$ cat src/rtl/inst_fetch_buffer_pkg.sv
// inst_fetch_buffer_pkg: shared entry layout and sizing for the instruction fetch buffer
package inst_fetch_buffer_pkg;
    localparam int FB_DEPTH = 8;
    typedef struct packed {
        logic [13:0] exception_cause;
        logic [1:0]  is_exception;
        logic [31:0] pre_addr;
        logic        pretaken;
        logic [31:0] inst;
        logic [31:0] pc;
    } fb_entry_t;
endpackage

$ cat src/rtl/inst_fetch_buffer_fb_ram.sv
// fb_ram: flop-array entry store with two write ports and two asynchronous read ports
module fb_ram
    import inst_fetch_buffer_pkg::*;
#(
    parameter int DEPTH = FB_DEPTH,
    parameter int PTR_W = $clog2(DEPTH)
) (
    input  logic                  clk,
    input  logic [1:0]            we,
    input  logic [1:0][PTR_W-1:0] waddr,
    input  fb_entry_t [1:0]       wdata,
    input  logic [1:0][PTR_W-1:0] raddr,
    output fb_entry_t [1:0]       rdata
);
    fb_entry_t mem [DEPTH];
    always_ff @(posedge clk) begin
        for (int i = 0; i < 2; i++)
            if (we[i]) mem[waddr[i]] <= wdata[i];
    end
    assign rdata = {mem[raddr[1]], mem[raddr[0]]};
endmodule

$ cat src/rtl/inst_fetch_buffer.sv
// inst_fetch_buffer: dual-lane circular FIFO between fetch and decode
module inst_fetch_buffer
    import inst_fetch_buffer_pkg::*;
#(
    parameter int DEPTH = FB_DEPTH,
    parameter int PTR_W = $clog2(DEPTH)
) (
    input  logic             clk,
    input  logic             rst,
    input  logic             flush,
    input  logic [1:0]       if_valid,
    input  logic [1:0][31:0] if_pc,
    input  logic [1:0][31:0] if_inst,
    input  logic [1:0]       if_pretaken,
    input  logic [1:0][31:0] if_pre_addr,
    input  logic [1:0][1:0]  if_is_exception,
    input  logic [1:0][13:0] if_exception_cause,
    output logic             if_ready,
    input  logic             get_data_req,
    output logic [1:0]       valid,
    output logic [1:0][31:0] pc,
    output logic [1:0][31:0] inst,
    output logic [1:0]       pretaken,
    output logic [1:0][31:0] pre_addr,
    output logic [1:0][1:0]  is_exception,
    output logic [1:0][13:0] exception_cause
);
    fb_entry_t [1:0]       lane, wdata, rdata, out_q;
    logic [PTR_W-1:0]      head, tail;
    logic [PTR_W:0]        count, n_enq, n_deq;
    logic [1:0]            we;
    logic [1:0][PTR_W-1:0] waddr, raddr;
    logic                  keep1, enq_ok, deq_ok;

    always_comb begin
        for (int i = 0; i < 2; i++) begin
            lane[i] = '{exception_cause: if_exception_cause[i], is_exception: if_is_exception[i],
                        pre_addr: if_pre_addr[i], pretaken: if_pretaken[i], inst: if_inst[i], pc: if_pc[i]};
            pc[i] = out_q[i].pc;
            inst[i] = out_q[i].inst;
            pretaken[i] = out_q[i].pretaken;
            pre_addr[i] = out_q[i].pre_addr;
            is_exception[i] = out_q[i].is_exception;
            exception_cause[i] = out_q[i].exception_cause;
        end
    end

    // lane1 is on the wrong path when lane0 redirects or faults
    assign keep1 = if_valid[1] && !(if_valid[0] && (if_pretaken[0] || |if_is_exception[0]));
    assign if_ready = count <= (PTR_W+1)'(DEPTH - 2);
    assign enq_ok = if_ready && !flush;
    assign deq_ok = get_data_req && !flush;
    assign we = {enq_ok && if_valid[0] && keep1, enq_ok && (if_valid[0] || keep1)};
    assign wdata = {lane[1], if_valid[0] ? lane[0] : lane[1]};
    assign waddr = {tail + PTR_W'(1), tail};
    assign raddr = {head + PTR_W'(1), head};
    assign n_enq = (PTR_W+1)'(we[0]) + (PTR_W+1)'(we[1]);
    assign n_deq = !deq_ok ? '0 : count >= (PTR_W+1)'(2) ? (PTR_W+1)'(2) : count;

    fb_ram #(.DEPTH(DEPTH), .PTR_W(PTR_W)) u_ram (
        .clk(clk), .we(we), .waddr(waddr), .wdata(wdata), .raddr(raddr), .rdata(rdata)
    );

    always_ff @(posedge clk or negedge rst) begin
        if (!rst) begin
            head <= '0;
            tail <= '0;
            count <= '0;
        end else if (flush) begin
            head <= '0;
            tail <= '0;
            count <= '0;
        end else begin
            head <= head + n_deq[PTR_W-1:0];
            tail <= tail + n_enq[PTR_W-1:0];
            count <= count + n_enq - n_deq;
        end
    end

    always_ff @(posedge clk or negedge rst) begin
        if (!rst) begin
            valid <= '0;
            out_q <= '0;
        end else if (n_deq == '0) begin
            valid <= '0;
        end else begin
            valid <= {n_deq == (PTR_W+1)'(2), 1'b1};
            out_q <= rdata;
        end
    end

    assert property (@(posedge clk) disable iff (!rst) count <= (PTR_W+1)'(DEPTH));
    assert property (@(posedge clk) disable iff (!rst) valid[1] |-> valid[0]);
endmodule

$ cat config.mk
export PLATFORM = sky130hd
export DESIGN_NAME = inst_fetch_buffer
export DESIGN_NICKNAME = d
export VERILOG_FILES = /design/src/rtl/inst_fetch_buffer_pkg.sv /design/src/rtl/inst_fetch_buffer_fb_ram.sv /design/src/rtl/inst_fetch_buffer.sv
export SDC_FILE = /design/constraint.sdc
export NUM_CORES = 2
export LEC_CHECK = 0
export BUFFER_PORTS_ARGS = -buffer_cell sky130_fd_sc_hd__buf_2
export CAP_MARGIN = 20
export CORE_ASPECT_RATIO = 0.9
export CORE_MARGIN = 2
export CORE_UTILIZATION = 45
export DETAILED_ROUTE_END_ITERATION = 6
export SLEW_MARGIN = 10
export SYNTH_ARGS = -nofsm -noshare
export SYNTH_HDL_FRONTEND = slang
export SYNTH_SLANG_ARGS = --single-unit
$ cat constraint.sdc
create_clock -name clk -period 7.45 [get_ports clk]
set_clock_uncertainty 0.1 [all_clocks]
set_input_delay 0.745 -clock clk [delete_from_list [all_inputs] [get_ports clk]]
set_output_delay 0.745 -clock clk [all_outputs]
set_load 0.05 [all_outputs]
---- After elaboration in Yosys (flattened, before gate mapping) ----
Memory sizes are Yosys's and may differ from the RTL's. A register that Yosys moved wholly into a read port is not among the register bits.
Index checks and enable logic that the tools add are counted.
word-level totals
  flip-flop bits (word level) ............. 12
  memories ................................ 1
  input port bits ......................... 232
  RAM bits ................................ 904
  word-level logic and storage cells ...... 43
memories
  name       depth  width  read ports  clocked after memory_dff  wr ports  line                            text
  u_ram.mem  8      113    2           2                         2         inst_fetch_buffer_fb_ram.sv:15  fb_entry_t mem [DEPTH];
cells by class
  equality and inequality tests ........... 1
  muxes and demuxes ....................... 11
  add/subtract/negate cells ............... 7
  order comparisons ....................... 2
  reduce and logical (&&, ||, !) cells .... 17
operator list
  operator                                                                          number
  113-bit 2-to-1 mux                                                                1
  4-bit 2-to-1 mux                                                                  3
  1-bit logical AND                                                                 7
  3-bit by 1-bit adder with 3-bit output, second input constant                     2
  1-bit zero test                                                                   6
  3-bit 2-to-1 mux                                                                  2
  4-bit by 2-bit adder with 4-bit output                                            1
  4-bit by 2-bit equality test with 1-bit output, second input constant             1
  4-bit by 2-bit >= comparator with 1-bit output, second input constant             1
  4-bit by 3-bit less-or-equal comparator with 1-bit output, second input constant  1
  4-bit zero test                                                                   1
  1-bit 2-to-1 mux                                                                  4
  4-bit subtractor                                                                  1
  3-bit by 2-bit adder with 3-bit output                                            1
  3-bit adder                                                                       1
  1-bit by 1-bit adder with 2-bit output                                            1
  1-bit logical OR                                                                  2
  2-bit 2-to-1 mux                                                                  1
  2-bit OR reduction                                                                1

---- Depth between registers and ports, before layout ----
  word-level depth ........................ 11
  depth in mapped cells ................... 14
  depth with buffers taken out ............ 13

---- Cells and area by module ----
A second synthesis with hierarchy kept.
unflattened totals
  cells, all modules ...................... 3421
  area total of the unflattened synthesis .. 62134.6 µm²
by module, submodules not included
  module             instances  seq. area each (µm²)  area each (µm²)  cells each
  fb_ram             1          27146.0               51490.6          2738
  inst_fetch_buffer  1          5955.7                10644.0          683

---- Least setup slack after synthesis ----
OpenSTA, ideal clock, no wires.
  kind .................................... input-to-reg
  from .................................... input if_valid[0]
  to ...................................... memory u_ram.mem[7][0] (netlist name) (enable)
  data arrival time ....................... 4424 ps
  stages on the path ...................... 7
  buffers on the path ..................... 3
  library setup time ...................... 476 ps
  slack ................................... 2450 ps
  cell sequence ........................... clkbuf_1 > buf_2 > buf_2 > o21ai_0 > nor4_1 > nand3_1 > nand2_1
RTL lines
  what             line                            text
  start, declared  inst_fetch_buffer.sv:11         input logic [1:0] if_valid,
  end, declared    inst_fetch_buffer_fb_ram.sv:15

==> impl_metrics.tcl <==
set metrics [dict create \
    startpoint_type "register" \
    grt_max_degree 198 \
    register_area_sq_um 33100 \
    worst-r2r-cell-count 7 \
    fmax_mhz 224 \
    hold_viol 0 \
    status "complete, no violations" \
    num_rows 128 \
    grt_usage_pct 27.0 \
    fillers 11600 \
    cts_setup_buffers 0 \
    hp-class "in2reg" \
    synth_area_sq_um 61700 \
    r2r_start "count[2]" \
    multi_input_area_sq_um 27200 \
    cts_root_buffer "clkbuf_16" \
    routed_via_density 6.13 \
    min_from "if_inst[63]" \
    seq_area_frac_synth_pct 53.7 \
    slew_violations 0 \
    synth-warning-count 0 \
    drtIter0Drc 3461 \
    syn_to_final_growth_pct 13.2 \
    remaining_drc_errors 0 \
    portBuffers 460 \
    tightest_slew_ns 1.24 \
    grt-ovfl-total 0 \
    fin_area_sq_um 69800 \
    rsz0062_at_grt "false" \
    critPathCaptureType "register" \
    io_pins 461 \
    slowest_delay_ns 0.88 \
    critical_path.max_fanout 50 \
    insertion_delay_ns 0.77 \
    ant_nets 0 \
    cts_buffer_depth 3 \
    power_frac_clock_pct 29.3 \
    synth_most_common_cell "mux2_2" \
    cts_hold_buf 1 \
    grt_pass1_vias 39900 \
    async_flop_share_pct 20.8 \
    whs_ns 0.277 \
    antenna_found_initial 26 \
    yosysTopAreaCell "edfxtp_1" \
    timing.max_cap.violations 0 \
    clock_sinks 1142 \
    ys_seq_elements 1142 \
    period_minus_slack_ns 4.46 \
    path_class "reg2reg" \
    ys_top_cells_by_count "mux2_2, edfxtp_1, nand2_1" \
    setup_viol 0 \
    synth_ff_type "edfxtp_1" \
    p_comb_share_pct 32.3 \
    nNetsFinal 4642 \
    drive_above_1_share_pct 52.0 \
    h-tree-depth 4 \
    synth_nets 4322 \
    die_x_microns 394 \
    yosysUniqueCellTypes 36 \
    dp_slack_ns 2.74 \
    grt_pass1_wl_microns 280000 \
    timing.final.crit_share_pct 59.9 \
    synth.avg_cell_area_sq_um 15.1 \
    cp_cell_sequence "ha_1, a21boi_1, nor4_4, nand2_4, buf_4, buf_4, mux2_2" \
    slew_headroom_pct 17.1 \
    num_vias 38800 \
    fin_tns_setup_ns 0 \
    wl_per_cell_microns 30.2 \
    layout.cells.non_filler 6332 \
    synth_cells 4075 \
    cts_tree "yes" \
    placedCellCount 6081 \
    crit_slowest_cell "buf_4" \
    power.switching_mw 7.99 \
    initial_core_util_pct 45.5 \
    dpl_cell_area_sq_um 65600 \
    r2r_slack_ns 2.99 \
    hpwl_microns 103000 \
    synth.top_cells.by_area "edfxtp_1, mux2_2, dfrtp_1" \
    holdPathEnd "u_ram.mem[3][63]" \
    synth_edf_count 904 \
    die_area_sq_um 140000 \
    coreArea_sq_um 136000 \
    drt_first_pass_iters 5 \
    p_leak_nw 24.6 \
    ir_drop_mv 0.233 \
    die_y_microns 355 \
    p_seq_share_pct 38.4 \
    cp.required_ns 7.86 \
    ctsResizeCount 0 \
    yosysTopAreaCellShare_pct 44.0 \
    min_path_cells 2 \
    routed_wl_microns 191000 \
    fin_ws_ns 2.99 \
    place.gp.congestion 0.777 \
    p_int_mw 13.9 \
    power_density_nw_per_um2 313 \
    crit_top_cell "buf_4" \
    r2r_end "u_ram.mem[1][17]" \
    swShare_pct 36.6 \
    cp_data_arrival_time_ns 4.87 \
    cts_buffers 131 \
    clkSlewWorstSetupHoldPaths_ns 0.06 \
]
==> registers in the layout, indices dropped and copies added, names as in the netlist <==
name / cells
tail: 3
exception_cause: 28
count: 4
valid: 2
pretaken: 2
inst: 64
is_exception: 4
pre_addr: 64
head: 3
pc: 64
u_ram.mem: 904
==> cell usage in the layout (no fill, tap or decap), types with 10 or more instances in the layout <==
master / count
a21o_1: 25
buf_12: 16
buf_2: 458
buf_4: 40
clkbuf_1: 40
clkbuf_16: 138
clkbuf_8: 17
clkinv_1: 15
clkinv_2: 18
dfrtp_1: 235
diode_2: 12
edfxtp_1: 904
ha_1: 10
inv_1: 13
mux2_1: 53
mux2_2: 1392
mux2i_1: 113
mux4_2: 226
nand2_1: 233
nand2_4: 14
nor2_1: 12
o21ai_0: 115
o22ai_1: 226
o31ai_1: 113
==> layer usage <==
metal | GRT usage (%) | part of all wire (%)
met1 | 38.5 | 44
met3 | 4.57 | 6.6
met5 | 0 | 0.048
met4 | 7.43 | 2.2
met2 | 42.9 | 47
==> worst max-delay path by stage <==
| stage | startpoint | slack (ns) | end | depth (start not counted) |
|---|---|---|---|---|
| floorplan | if_valid[0] | 2.45 | u_ram.mem[7][0] | 7 |
| global placement | if_valid[0] | 2.83 | u_ram.mem[0][14] | 6 |
| detailed placement | if_valid[0] | 2.74 | u_ram.mem[0][15] | 6 |
| CTS | count[2] | 3.01 | u_ram.mem[1][28] | 7 |
| global route | count[2] | 2.86 | u_ram.mem[1][28] | 7 |
| finish | count[2] | 2.99 | u_ram.mem[1][17] | 7 |
==> power by group through the flow <==
stage / Clock (mW) / Combinational [mW] / Sequential (mW)
after floorplan: 0 / 3.23 / 10.3
after global placement: 0 / 7.04 / 8.51
after detailed placement: 0 / 7.09 / 8.52
after CTS: 6.50 / 7.10 / 8.40
after global routing: 6.76 / 7.48 / 8.47
final: 6.39 / 7.07 / 8.39
==> final cells by class <==
class / count / share of cell area, %
Multi-Input combinational cell: 2590 / 39.0
Clock inverter: 43 / 0.494
Antenna cell: 12 / 0.0430
Clock buffer: 195 / 5.49
Tap cell: 1820 / 3.26
Sequential cell: 1142 / 47.4
Timing Repair Buffer: 517 / 4.22
Inverter: 13 / 0.0699
==> per-stage QoR <==
step                      util (%)  power (mW)
after floorplan                  -        13.5
after global placement        48.4        15.6
after detailed placement      48.4        15.6
after CTS                     51.5        22.0
after global routing          51.5        22.7
final                         51.5        21.9
==> worst max-delay path: cells and delay by family (launching register included) <==
family                   cells  cell delay (ns)
buffers and inverters        2             1.59
flip-flops                   1             0.42
AND/OR/NAND/NOR              2             0.66
multiplexers                 1             0.42
AO/OA/AOI/OAI                1             0.66
adder cells (fa/ha/maj)      1             0.22
==> logic make-up (layout without fill, tap and decap cells) <==
logic type / after synthesis / count (layout) / share of synthesized area (%)
multiplexers: 1784 / 1784 / 36.5
flip-flops: 1142 / 1142 / 53.7
AO/OA/AOI/OAI: 483 / 483 / 4.95
buffers and inverters: 343 / 768 / 2.41
AND/OR/NAND/NOR: 299 / 299 / 2.05
adder cells (fa/ha/maj): 15 / 15 / 0.353
XOR/XNOR: 9 / 9 / 0.128
other: 0 / 12 / 0
No activity file was read; power rests on OpenSTA's default activity.
